===== src/rtl/wb_burst_master.sv =====
// Wishbone classic self-test master: writes seed+i to base+4*i for L beats,
// idles one cycle, reads the same words back and counts mismatches.
module wb_burst_master #(
  parameter int  AW     = 26,
  parameter int  DW     = 32,
  parameter int  BL_MAX = 8,
  parameter int  TO_CYC = 256,
  localparam int LW     = $clog2(BL_MAX + 1),
  localparam int TW     = $clog2(TO_CYC)
) (
  input  logic            wb_clk_i,
  input  logic            resetn,
  input  logic            start,
  input  logic [AW-1:0]   base_addr,
  input  logic [LW-1:0]   burst_len,
  input  logic [DW-1:0]   seed,
  output logic            wb_cyc_o,
  output logic            wb_stb_o,
  output logic            wb_we_o,
  output logic [DW/8-1:0] wb_sel_o,
  output logic [AW-1:0]   wb_addr_o,
  output logic [DW-1:0]   wb_dat_o,
  input  logic            wb_ack_i,
  input  logic [DW-1:0]   wb_dat_i,
  output logic            busy,
  output logic            done,
  output logic            pass,
  output logic [LW-1:0]   err_cnt,
  output logic            timeout
);

  typedef enum logic [2:0] {IDLE, WR, GAP, RD, FIN} state_t;

  state_t          state_q, state_d;
  logic [LW-1:0]   beat_q, beat_d;
  logic [LW-1:0]   last_q, last_d;
  logic [TW-1:0]   to_q, to_d;
  logic [AW-1:0]   base_q, base_d;
  logic [DW-1:0]   seed_q, seed_d;
  logic [LW-1:0]   err_d;
  logic            tmo_d, pass_d, ack_ok, cyc_d;
  logic [AW-1:0]   addr_d;
  logic [DW-1:0]   dat_d;

  // Index of the final beat: 0 means one beat, oversize requests clip to BL_MAX.
  function automatic logic [LW-1:0] last_beat(input logic [LW-1:0] n);
    if (n == '0) return '0;
    if (n > LW'(BL_MAX)) return LW'(BL_MAX - 1);
    return n - LW'(1);
  endfunction

  function automatic logic [LW-1:0] sat_inc(input logic [LW-1:0] v);
    return (v == '1) ? v : v + LW'(1);
  endfunction

  always_comb begin
    state_d = state_q;
    beat_d  = beat_q;
    last_d  = last_q;
    to_d    = to_q;
    base_d  = base_q;
    seed_d  = seed_q;
    err_d   = err_cnt;
    tmo_d   = timeout;
    pass_d  = pass;
    ack_ok  = wb_ack_i && wb_stb_o;
    case (state_q)
      IDLE: if (start) begin
        state_d = WR;
        beat_d  = '0;
        to_d    = '0;
        base_d  = base_addr;
        seed_d  = seed;
        last_d  = last_beat(burst_len);
        err_d   = '0;
        tmo_d   = 1'b0;
        pass_d  = 1'b0;
      end
      WR, RD: begin
        if (ack_ok) begin
          to_d = '0;
          if (state_q == RD && wb_dat_i != seed_q + DW'(beat_q))
            err_d = sat_inc(err_cnt);
          if (beat_q == last_q) begin
            state_d = (state_q == WR) ? GAP : FIN;
            beat_d  = '0;
          end else begin
            beat_d = beat_q + LW'(1);
          end
        end else if (to_q == TW'(TO_CYC - 1)) begin
          state_d = FIN;
          tmo_d   = 1'b1;
        end else begin
          to_d = to_q + TW'(1);
        end
      end
      GAP: begin
        state_d = RD;
        beat_d  = '0;
        to_d    = '0;
      end
      FIN:     state_d = IDLE;
      default: state_d = IDLE;
    endcase
    // Result is fixed on entry to FIN so it is valid alongside done.
    if (state_d == FIN && state_q != FIN)
      pass_d = (err_d == '0) && !tmo_d;
    cyc_d  = (state_d == WR) || (state_d == RD);
    addr_d = cyc_d ? base_d + (AW'(beat_d) << 2) : '0;
    dat_d  = (state_d == WR) ? seed_d + DW'(beat_d) : '0;
  end

  always_ff @(posedge wb_clk_i or negedge resetn) begin
    if (!resetn) begin
      state_q   <= IDLE;
      beat_q    <= '0;
      to_q      <= '0;
      wb_cyc_o  <= 1'b0;
      wb_stb_o  <= 1'b0;
      wb_we_o   <= 1'b0;
      wb_sel_o  <= '0;
      wb_addr_o <= '0;
      wb_dat_o  <= '0;
      busy      <= 1'b0;
      done      <= 1'b0;
      pass      <= 1'b0;
      err_cnt   <= '0;
      timeout   <= 1'b0;
    end else begin
      state_q   <= state_d;
      beat_q    <= beat_d;
      to_q      <= to_d;
      wb_cyc_o  <= cyc_d;
      wb_stb_o  <= cyc_d;
      wb_we_o   <= (state_d == WR);
      wb_sel_o  <= cyc_d ? '1 : '0;
      wb_addr_o <= addr_d;
      wb_dat_o  <= dat_d;
      busy      <= (state_d == WR) || (state_d == GAP) || (state_d == RD);
      done      <= (state_d == FIN);
      pass      <= pass_d;
      err_cnt   <= err_d;
      timeout   <= tmo_d;
    end
  end

  // Burst parameters are plain data; they are only consumed after a start.
  always_ff @(posedge wb_clk_i) begin
    base_q <= base_d;
    seed_q <= seed_d;
    last_q <= last_d;
  end

endmodule


===== config.mk =====
export PLATFORM = sky130hd
export DESIGN_NAME = wb_burst_master
export DESIGN_NICKNAME = d
export VERILOG_FILES = /design/src/rtl/wb_burst_master.sv
export SDC_FILE = /design/constraint.sdc
export NUM_CORES = 1
export LEC_CHECK = 0
export CAP_MARGIN = 15
export CORE_MARGIN = 2
export CORE_UTILIZATION = 55
export CTS_CLUSTER_DIAMETER = 80
export DETAILED_ROUTE_END_ITERATION = 8
export GPL_TIMING_DRIVEN = 0
export PLACE_DENSITY = 0.86
export SLEW_MARGIN = 20
export SYNTH_ARGS = -nofsm -noshare
export SYNTH_HDL_FRONTEND = slang
export SYNTH_SLANG_ARGS = --single-unit

===== constraint.sdc =====
create_clock -name wb_clk_i -period 10.5 [get_ports wb_clk_i]
set_input_delay 1.575 -clock wb_clk_i [delete_from_list [all_inputs] [get_ports wb_clk_i]]
set_output_delay 1.575 -clock wb_clk_i [all_outputs]
set_load 0.05 [all_outputs]

==> results of run 1 <==
==> worst max-delay path by stage <==
stage / to
CTS: wb_dat_o[26]
global route: wb_dat_o[26]
global placement: wb_dat_o[26]
floorplan: wb_dat_o[26]
detailed placement: wb_dat_o[26]
finish: wb_dat_o[26]
==> metrics by stage <==
stage,util (%),setup slack (ps),area (µm²),hold slack (ps)
after CTS,74.2,3880,10200,457
after detailed placement,69.9,3570,9630,442
final,74.2,3870,10200,457
after global routing,74.2,3550,10200,491
after floorplan,-,5190,7680,417
after global placement,69.8,3660,9610,426
==> layout by cell type, fill, tap and decap left out, types with 4 or more instances in the layout <==
cell type / netlist / routed
a21oi_1: 29 / 29
xnor2_1: 69 / 69
ha_1: 16 / 16
nand2b_1: 4 / 4
nand3_2: 4 / 4
a21o_1: 8 / 8
and2_1: 5 / 5
o21ai_0: 21 / 21
clkbuf_1: 8 / 8
nor2_1: 87 / 87
clkbuf_16: 0 / 17
inv_6: 1 / 5
xor2_1: 22 / 22
nand4_1: 16 / 16
buf_4: 6 / 7
nand2_1: 124 / 124
inv_1: 46 / 46
nor3_1: 21 / 21
nand3_1: 34 / 34
nor2b_1: 9 / 9
o22ai_1: 4 / 4
edfxtp_1: 4 / 4
and3_1: 22 / 22
dfrtp_1: 83 / 83
buf_2: 6 / 6
nor4_1: 9 / 9
mux2i_1: 33 / 33
o31ai_1: 6 / 6
dfxtp_1: 58 / 58
clkdlybuf4s50_1: 0 / 169
==> cells in the mapped netlist, types with 3 or more instances <==
cell type / n / area (µm²)
nor3_1: 21 / 105
o22ai_1: 4 / 25.0
a211oi_2: 3 / 37.5
buf_2: 6 / 30.0
a21oi_1: 29 / 145
nand3_2: 4 / 40.0
ha_1: 16 / 200
mux2i_1: 33 / 330
clkbuf_1: 8 / 30.0
or2_2: 3 / 18.8
o41ai_1: 3 / 26.3
or4_1: 3 / 22.5
o21ai_1: 3 / 15.0
dfxtp_1: 58 / 1160
and2_1: 5 / 31.3
xnor2_1: 69 / 604
buf_6: 3 / 33.8
nand2b_1: 4 / 25.0
nand4_1: 16 / 100
fa_1: 3 / 60.1
nor2b_1: 9 / 56.3
edfxtp_1: 4 / 120
and3_1: 22 / 138
nor4_1: 9 / 56.3
buf_4: 6 / 45.0
nand2_1: 124 / 465
o21ai_0: 21 / 105
and4_1: 3 / 26.3
nor2_1: 87 / 327
nor3_2: 3 / 30.0
dfrtp_1: 83 / 2080
o31ai_1: 6 / 45.0
xor2_1: 22 / 193
a21o_1: 8 / 60.1
nor4b_1: 3 / 26.3
nand3_1: 34 / 170
inv_1: 46 / 173
==> cell families after synthesis <==
group,after synthesis
simple gates,371
flops,145
compound gates,101
mux,34
xor+xnor,91
buf+inv,73
fa+ha+maj,21
==> final cells by class <==
cell class	instances	area (µm²)	share of cell area, %
Inverter	47	181	1.78
Clock buffer	18	439	4.30
Timing Repair Buffer	171	1720	16.8
Clock inverter	14	154	1.51
Tap cell	180	225	2.20
Buffer	26	161	1.58
Sequential cell	145	3360	32.9
Multi-Input combinational cell	618	3980	38.9
==> where the power goes <==
group	internal, mW	leakage (nW)	switching [mW]
Combinational	0.612	2.45	1.09
Clock	0.359	0.284	0.241
Sequential	0.799	1.57	0.180
==> metal layers <==
| layer | global-route usage (%) | routed length [µm] | up-vias |
|---|---|---|---|
| met1 | 39.6 | 9320 | 3255 |
| met5 | 0 | 0 | - |
| met4 | 12.2 | 701 | 0 |
| met2 | 48.4 | 10200 | 323 |
| met3 | 5.95 | 1590 | 64 |
| li1 | - | - | 3264 |
==> sequential cells by signal (all words and copies together), names as in the netlist <==
signal / cells
wb_dat_o: 32
to_q: 8
base_q: 26
last_q: 4
state_q: 3
err_cnt: 4
pass: 1
timeout: 1
wb_we_o: 1
done: 1
wb_addr_o: 26
beat_q: 4
seed_q: 32
wb_sel_o: 1
busy: 1
==> critical path: cells and delay by family <==
kind / cells / cell delay [ps]
adder cells (fa/ha/maj): 2 / 430
AO/OA/AOI/OAI: 2 / 250
AND/OR/NAND/NOR: 9 / 1900
buffers and inverters: 8 / 2580
XOR/XNOR: 1 / 160
==> results.sh, run 1 <==
export IMPL_cp_start_kind="input port"
export IMPL_antenna_found_initial=0
export IMPL_synth_warnings=0
export IMPL_worst_pin_slew_ps=763
export IMPL_wl_per_cell_um=17.9
export IMPL_crit_arrival_ps=6920
export IMPL_instances_no_fill=1219
export IMPL_clock_latency_ps=420
export IMPL_firstDrtPassIters=7
export IMPL_htreeDepth=4
export IMPL_drive_gt1_share_pct=8.18
export IMPL_num_vias=6906
export IMPL_post_cts_buffers=0
export IMPL_fin_nets=1143
export IMPL_cts_tree="done"
export IMPL_hold_class="flip-flop to flip-flop"
export IMPL_die_w_um=122
export IMPL_antenna_left=0
export IMPL_synth_enable_flop_cells=4
export IMPL_syn_area_per_cell_um2=9.19
export IMPL_synth_compound_area_share_pct=8.94
export IMPL_worstReg2RegStart="state_q[1]"
export IMPL_synth_xor_area_share_pct=10.4
export IMPL_drc=0
export IMPL_drt_iter0_drc=565
export IMPL_ys_seq_area_share_pct=43.7
export IMPL_cts_made_buffers=17
export IMPL_synthFlopType="dfrtp_1"
export IMPL_synth_area_um2=7680
export IMPL_synth_fp_nets=953
export IMPL_fillCellCount=978
export IMPL_cp_slowest_cell="buf_1"
export IMPL_min_from="base_q[0]"
export IMPL_dp_hpwl_um=16100
export IMPL_setup_viol=0
export IMPL_hold_buffers=0
export IMPL_grt_pass1_wl_um=34300
export IMPL_ioPinCount=171
export IMPL_post_drt_via_cell_ratio=5.67
export IMPL_grt_util_all_layers_pct=29.9
export IMPL_finalPower_mw=3.28
export IMPL_slew_headroom_pct=48.4
export IMPL_netlist_instances=836
export IMPL_synth_fa_ha_area_share_pct=3.65
export IMPL_tns_ps=0
export IMPL_async_flop_share_pct=57.2
export IMPL_ir_drop_v=0.000216
export IMPL_period_needed_ps=6630
export IMPL_max_clock_freq_ghz=0.151
export IMPL_cts_sinks=145
export IMPL_end_kind="flip-flop"
export IMPL_wirelength_um=21900
export IMPL_synth_area_mux_share_pct=4.45
export IMPL_r2r_end="wb_dat_o[26]"
export IMPL_critPathKind="input port to flip-flop"
export IMPL_dieArea_um2=14900
export IMPL_cts_resized=0
export IMPL_synth_top_family_by_area="simple AND/OR/NAND/NOR gates"
export IMPL_n_antenna_cell=0
export IMPL_slowest_delay_ps=650
export IMPL_numPortBuffers=170
export IMPL_hold_end="base_q[0]"
export IMPL_synthSimpleGateAreaFrac_pct=24.4
export IMPL_synth_seq_cells=145
export IMPL_crit_fanout=13
export IMPL_yosys_cell_types_count=79
export IMPL_grt_max_degree=44
export IMPL_maxCapViolCount=0
export IMPL_final_max_slew_viol_count=0
export IMPL_crit_chain="clkdlybuf4s50_1, or4b_1, buf_4, inv_6, buf_8, buf_6, buf_2, clkbuf_1, buf_1, nand2_1, nand2_1, ha_1, fa_1, a21o_1, a21oi_1, nor3_2, nand3_2, nor2_4, nand3_2, nor3_1, xnor2_1, nor2_1"
export IMPL_r2r_slack_ps=5010
export IMPL_start_util_pct=55.8
export IMPL_reg2reg_depth=21
export IMPL_core_area_um2=13800
export IMPL_worstPathRequired_ps=10790
export IMPL_finalHoldViolCount=0
export IMPL_min_period_over_period_pct=63.2
export IMPL_num_rows=43
export IMPL_finClkSkew_ps=6.97
export IMPL_gp_congestion=0.940
export IMPL_leakage_nw=4.31
export IMPL_min_path_cells=2
export IMPL_grt_pass1_vias=6746
export IMPL_p_per_area_nw_per_um2=321
export IMPL_path_clk_slew_ps=60
export IMPL_crit_path_start="start"
export IMPL_die_y_um=122
export IMPL_cts_path_max_buffers=2
export IMPL_grt_overflow_total=0
export IMPL_rsz0062_at_grt="false"
export IMPL_outcome="complete, no violations"
export IMPL_placed_cells=1187
export IMPL_area_growth_pct=33.0
export IMPL_cts_root_buffer="clkbuf_16"
(Power assumes the default switching activity.)
==> run 2, diff against run 1 <==
Settings changed: CORE_UTILIZATION 55 to 46, PLACE_DENSITY 0.86 to 0.77.
Clock period 10.5 ns to 5.9 ns, I/O delays scaled along.
==> run 2 against run 1 <==
  * Design area increased by 0.67%
  * Global-route usage decreased by 5.5 points
  * Die area increased by 19%
  * Final cell count up 3.1%
  * Routed wire length is 3.4% lower
  * Clock power grew 85%
  * Core utilization decreased by 12 points
  * Clock skew grew 12 ps
  * Setup slack got worse by 3200 ps
  * Combinational power grew 76%
==> results.sh, run 2 (synthesized netlist as in run 1, its figures left out) <==
export IMPL_period_needed_ps=5220
export IMPL_ir_drop_v=0.000319
export IMPL_antenna_found_initial=0
export IMPL_crit_arrival_ps=5510
export IMPL_r2r_slack_ps=1150
export IMPL_leakage_nw=4.33
export IMPL_finalPower_mw=5.84
export IMPL_core_area_um2=16500
export IMPL_antenna_left=0
export IMPL_dieArea_um2=17700
export IMPL_worstPathRequired_ps=6200
export IMPL_finClkSkew_ps=19.1
export IMPL_clock_latency_ps=420
export IMPL_finalHoldViolCount=0
export IMPL_firstDrtPassIters=5
export IMPL_area_growth_pct=33.9
export IMPL_hold_class="flip-flop to flip-flop"
export IMPL_cts_made_buffers=17
export IMPL_grt_pass1_vias=6575
export IMPL_worstReg2RegStart="state_q[1]"
export IMPL_r2r_end="wb_dat_o[26]"
export IMPL_final_max_slew_viol_count=0
export IMPL_num_rows=47
export IMPL_wirelength_um=21100
export IMPL_min_period_over_period_pct=88.4
export IMPL_dp_slack_ps=-352
export IMPL_post_drt_via_cell_ratio=5.32
export IMPL_fin_nets=1142
export IMPL_instances_no_fill=1257
export IMPL_clockPowerShare_pct=19.0
export IMPL_gp_congestion=0.895
export IMPL_end_kind="flip-flop"
export IMPL_grt_overflow_total=0
export IMPL_cts_tree="done"
export IMPL_cp_start_kind="input port"
export IMPL_die_y_um=133
export IMPL_combPwrFrac_pct=51.1
export IMPL_multiInputGateArea_um2=3980
export IMPL_tns_ps=0
export IMPL_crit_chain="clkdlybuf4s50_1, or4b_1, buf_4, inv_6, buf_8, buf_6, buf_2, clkbuf_2, nand2_1, nand2_1, ha_1, fa_1, a21o_1, a21oi_1, nor3_2, nand3_2, nor2_4, nand3_2, nor3_1, xnor2_1, nor2_1"
export IMPL_mostFrequentLayoutCell="clkdlybuf4s50_1"
export IMPL_min_from="base_q[2]"
export IMPL_hold_end="base_q[2]"
export IMPL_cts_sinks=145
export IMPL_placed_cells=1227
export IMPL_worst_pin_slew_ps=991
export IMPL_internal_power_mw=3.22
export IMPL_reg2reg_depth=20
export IMPL_ioPinCount=171
export IMPL_seqCellArea_um2=3360
export IMPL_max_clock_freq_ghz=0.192
export IMPL_drc=0
export IMPL_seqPwrFrac_pct=29.9
export IMPL_critPathKind="input port to flip-flop"
export IMPL_cts_path_max_buffers=2
export IMPL_wl_per_cell_um=16.8
export IMPL_rsz0062_at_grt="false"
export IMPL_crit_fanout=19
export IMPL_p_sw_share_pct=44.9
export IMPL_cts_root_buffer="clkbuf_16"
export IMPL_grt_max_degree=53
export IMPL_top_regs="seed_q: 32 flops, wb_dat_o: 32 flops"
export IMPL_fillCellCount=1390
export IMPL_p_sw_mw=2.62
export IMPL_htreeDepth=4
export IMPL_path_clk_slew_ps=60
export IMPL_die_w_um=133
export IMPL_min_path_cells=2
export IMPL_drt_iter0_drc=365
export IMPL_grt_pass1_wl_um=33800
export IMPL_setup_viol=0
export IMPL_slew_headroom_pct=33.1
export IMPL_maxCapViolCount=0
export IMPL_num_vias=6684
export IMPL_slowest_delay_ps=500
export IMPL_final_util_pct=62.5
export IMPL_outcome="complete, no violations"
export IMPL_p_per_area_nw_per_um2=567
export IMPL_start_util_pct=46.6
export IMPL_layout_common_cells="169 x clkdlybuf4s50_1, 124 x nand2_1, 87 x nor2_1"
export IMPL_numPortBuffers=170
export IMPL_cp_slowest_cell="clkdlybuf4s50_1"
export IMPL_grt_util_all_layers_pct=24.4
export IMPL_setup_slack_ps=682
export IMPL_drive_gt1_share_pct=8.00
export IMPL_n_antenna_cell=0
export IMPL_dp_hpwl_um=15900
==> run 2: layout make-up <==
type | count | share of cell area, %
repair buffers | 171 | 16.7
multi-input cells | 618 | 38.7
flip-flops and latches | 145 | 32.6
well taps | 220 | 2.68
inverters | 47 | 1.76
plain buffers | 25 | 1.54
clock inverters | 9 | 1.25
clock buffers | 22 | 4.72
==> run 2: how the worst max path moves through the flow <==
stage                     startpoint      endpoint  slack, ps  depth (start not counted)
after floorplan                start  wb_dat_o[26]       1280                         21
after global placement         start  wb_dat_o[26]       -260                         22
after detailed placement       start  wb_dat_o[26]       -350                         22
after CTS                      start  wb_dat_o[26]         80                         22
after global routing           start  wb_dat_o[26]        310                         21
final                          start  wb_dat_o[26]        680                         21
==> run 2: stage by stage <==
stage               area [µm²]  hold WS [ps]
finish                   10300           452
global route             10300           475
CTS                      10300           459
detailed placement        9680           442
global placement          9660           428
floorplan                 7680           417
==> run 2: what timing repair did <==
action | 4_1_cts | 5_1_grt
hold buffers | 0 | 0
endpoints found under the hold margin | 0 | 0
gates resized for setup | 0 | 1
setup buffers | 0 | 0
endpoints found under the setup margin | 0 | 18
==> run 2: worst max-delay path: cells and delay by family <==
family	cells	cell delay, ps
adders and majority gates	2	410
buffers and inverters	7	2010
AOI/OAI and AO/OA	2	240
and+or+nand+nor	9	1790
xor gates and xnor gates	1	150
==> run 2: metal layers <==
layer | part of all wire [%] | track usage (%) | up-vias | wire length (µm)
met5 | 0 | 0 | - | 0
met4 | 2.3 | 8.57 | 0 | 479
met3 | 6.6 | 4.60 | 35 | 1400
met2 | 47 | 39.9 | 239 | 9840
met1 | 45 | 32.8 | 3154 | 9400
li1 | - | - | 3256 | -
==> run 2: power groups by stage <==
| stage | sequential, mW | clock (mW) | combinational (mW) |
|---|---|---|---|
| after global routing | 1.79 | 1.17 | 3.23 |
| final | 1.74 | 1.11 | 2.99 |
| after global placement | 1.74 | 0 | 2.92 |
| after detailed placement | 1.74 | 0 | 2.96 |
| after CTS | 1.73 | 1.13 | 2.99 |
| after floorplan | 2.33 | 0 | 1.44 |
==> run 3, diff against run 2 <==
Settings changed: CORE_UTILIZATION 46 to 51, PLACE_DENSITY 0.77 to 0.81.
Clock period 5.9 ns to 5.45 ns, I/O delays scaled along.
==> run 3 against run 2 <==
  * Worst hold slack got worse by 61 ps
  * Clock skew decreased by 11 ps
  * Power increased by 7.2%
  * Non-clock buffer count unchanged
  * Sequential share of layout area increased by 0.26 points
  * Highest routed layer unchanged
  * Clock power about the same
  * Via count increased by 1.3%
  * Critical path type unchanged
  * Register-to-register slack got worse by 410 ps
  * Critical path depth unchanged
  * Setup slack got worse by 340 ps
  * Global-route usage increased by 1.8 points
==> results.sh, run 3 (synthesized netlist as in run 1, its figures left out) <==
export IMPL_post_drt_via_cell_ratio=5.54
export IMPL_antenna_left=0
export IMPL_cp_slowest_cell="clkdlybuf4s50_1"
export IMPL_dieArea_um2=16100
export IMPL_die_y_um=127
export IMPL_period_needed_ps=5110
export IMPL_end_kind="flip-flop"
export IMPL_p_per_area_nw_per_um2=613
export IMPL_crit_arrival_ps=5400
export IMPL_drt_iter0_drc=498
export IMPL_rsz0062_at_grt="false"
export IMPL_cts_made_buffers=17
export IMPL_critPathTopFamily="buffers and inverters"
export IMPL_n_antenna_cell=0
export IMPL_r2r_end="wb_dat_o[26]"
export IMPL_reg2reg_depth=20
export IMPL_final_util_pct=69.7
export IMPL_finalHoldViolCount=0
export IMPL_mostFrequentLayoutCell="clkdlybuf4s50_1"
export IMPL_drc=0
export IMPL_hold_buffers=0
export IMPL_gp_congestion=0.928
export IMPL_worst_path_buf_inv=7
export IMPL_finalInstanceArea_um2=10200
export IMPL_wl_per_cell_um=17.1
export IMPL_antenna_found_initial=0
export IMPL_grt_pass1_wl_um=33400
export IMPL_path_clk_slew_ps=60
export IMPL_core_area_um2=14600
export IMPL_slowest_delay_ps=500
export IMPL_cp_start_kind="input port"
export IMPL_crit_path_start="start"
export IMPL_finalPower_mw=6.26
export IMPL_post_cts_buffers=0
export IMPL_final_max_slew_viol_count=0
export IMPL_area_growth_pct=32.9
export IMPL_cts_path_max_buffers=2
export IMPL_multiInputGateArea_um2=3980
export IMPL_maxCapViolCount=0
export IMPL_crit_chain="clkdlybuf4s50_1, or4b_1, buf_4, inv_6, buf_8, buf_6, buf_2, buf_2, nand2_1, nand2_1, ha_1, fa_1, a21o_1, a21oi_1, nor3_2, nand3_2, nor2_4, nand3_2, nor3_1, xnor2_1, nor2_1"
export IMPL_leakage_nw=4.30
export IMPL_cts_sinks=145
export IMPL_cts_tree="done"
export IMPL_crit_fanout=19
export IMPL_firstDrtPassIters=4
export IMPL_grt_max_degree=45
export IMPL_num_vias=6770
export IMPL_dp_hpwl_um=15500
export IMPL_ir_drop_v=0.000421
export IMPL_max_clock_freq_ghz=0.196
export IMPL_layout_common_cells="169 x clkdlybuf4s50_1, 124 x nand2_1, 87 x nor2_1"
export IMPL_cp_num_cells=21
export IMPL_r2r_slack_ps=740
export IMPL_worstPathRequired_ps=5740
export IMPL_grt_overflow_total=0
export IMPL_num_rows=44
export IMPL_clock_latency_ps=420
export IMPL_tns_ps=0
export IMPL_slew_headroom_pct=37.4
export IMPL_htreeDepth=4
export IMPL_wirelength_um=20900
export IMPL_cts_root_buffer="clkbuf_16"
export IMPL_hold_class="input port to asynchronous set/reset pin"
export IMPL_placed_area_um2=9640
export IMPL_drive_gt1_share_pct=8.00
export IMPL_critPathKind="input port to flip-flop"
export IMPL_numPortBuffers=170
export IMPL_worst_pin_slew_ps=927
export IMPL_placed_cells=1191
export IMPL_seqCellArea_um2=3360
export IMPL_grt_pass1_vias=6749
export IMPL_fillCellCount=1130
export IMPL_finClkSkew_ps=8.32
export IMPL_instances_no_fill=1222
export IMPL_die_w_um=127
export IMPL_fin_nets=1142
export IMPL_outcome="complete, no violations"
export IMPL_start_util_pct=52.5
export IMPL_grt_util_all_layers_pct=26.2
export IMPL_cts_resized=1
export IMPL_ioPinCount=171
export IMPL_worstReg2RegStart="state_q[0]"
export IMPL_cp_endpoint="wb_dat_o[26]"
export IMPL_min_period_over_period_pct=93.7
export IMPL_setup_viol=0
export IMPL_top_regs="seed_q: 32 flops, wb_dat_o: 32 flops"
run 3: cell type report:
cell class | count | share of cell area (%)
clock buffer | 20 | 4.28
clock inverter | 12 | 1.32
tap | 184 | 2.26
inverter | 47 | 1.78
sequential | 145 | 32.9
multi-input combinational | 618 | 39.0
buffer | 25 | 1.56
timing repair buffer | 171 | 16.9
run 3: power by group:
part           leakage [nW]  internal, mW  total, mW  switching, mW
Sequential             1.57          1.54       1.88          0.338
Combinational          2.46          1.18       3.25           2.07
Clock                 0.267         0.676       1.13          0.458
Total                  4.30          3.39       6.26           2.86
run 3: layer usage:
metal | wire length, µm | vias to the layer above | track usage, % | part of all wire, %
met1 | 9140 | 3186 | 34.8 | 44
met2 | 9650 | 290 | 42.5 | 46
met3 | 1650 | 43 | 5.48 | 7.9
met5 | 0 | - | 0 | 0
met4 | 501 | 0 | 10.1 | 2.4
li1 | - | 3251 | - | -
run 3: worst min-delay path by stage:
stage	startpoint	endpoint	slack, ps	cells past startpoint
after global placement	base_q[1]	base_q[1]	430	2
after floorplan	base_q[0]	base_q[0]	420	2
final	resetn	wb_addr_o[5]	390	1
after detailed placement	base_q[0]	base_q[0]	430	2
after global routing	resetn	wb_addr_o[16]	420	1
after CTS	resetn	wb_addr_o[5]	400	1
run 3: stage by stage:
stage	hold WS (ps)	worst slack (ps)
after detailed placement	435	-726
after CTS	404	313
final	391	342
after global routing	425	38.8
after floorplan	417	901
after global placement	427	-712
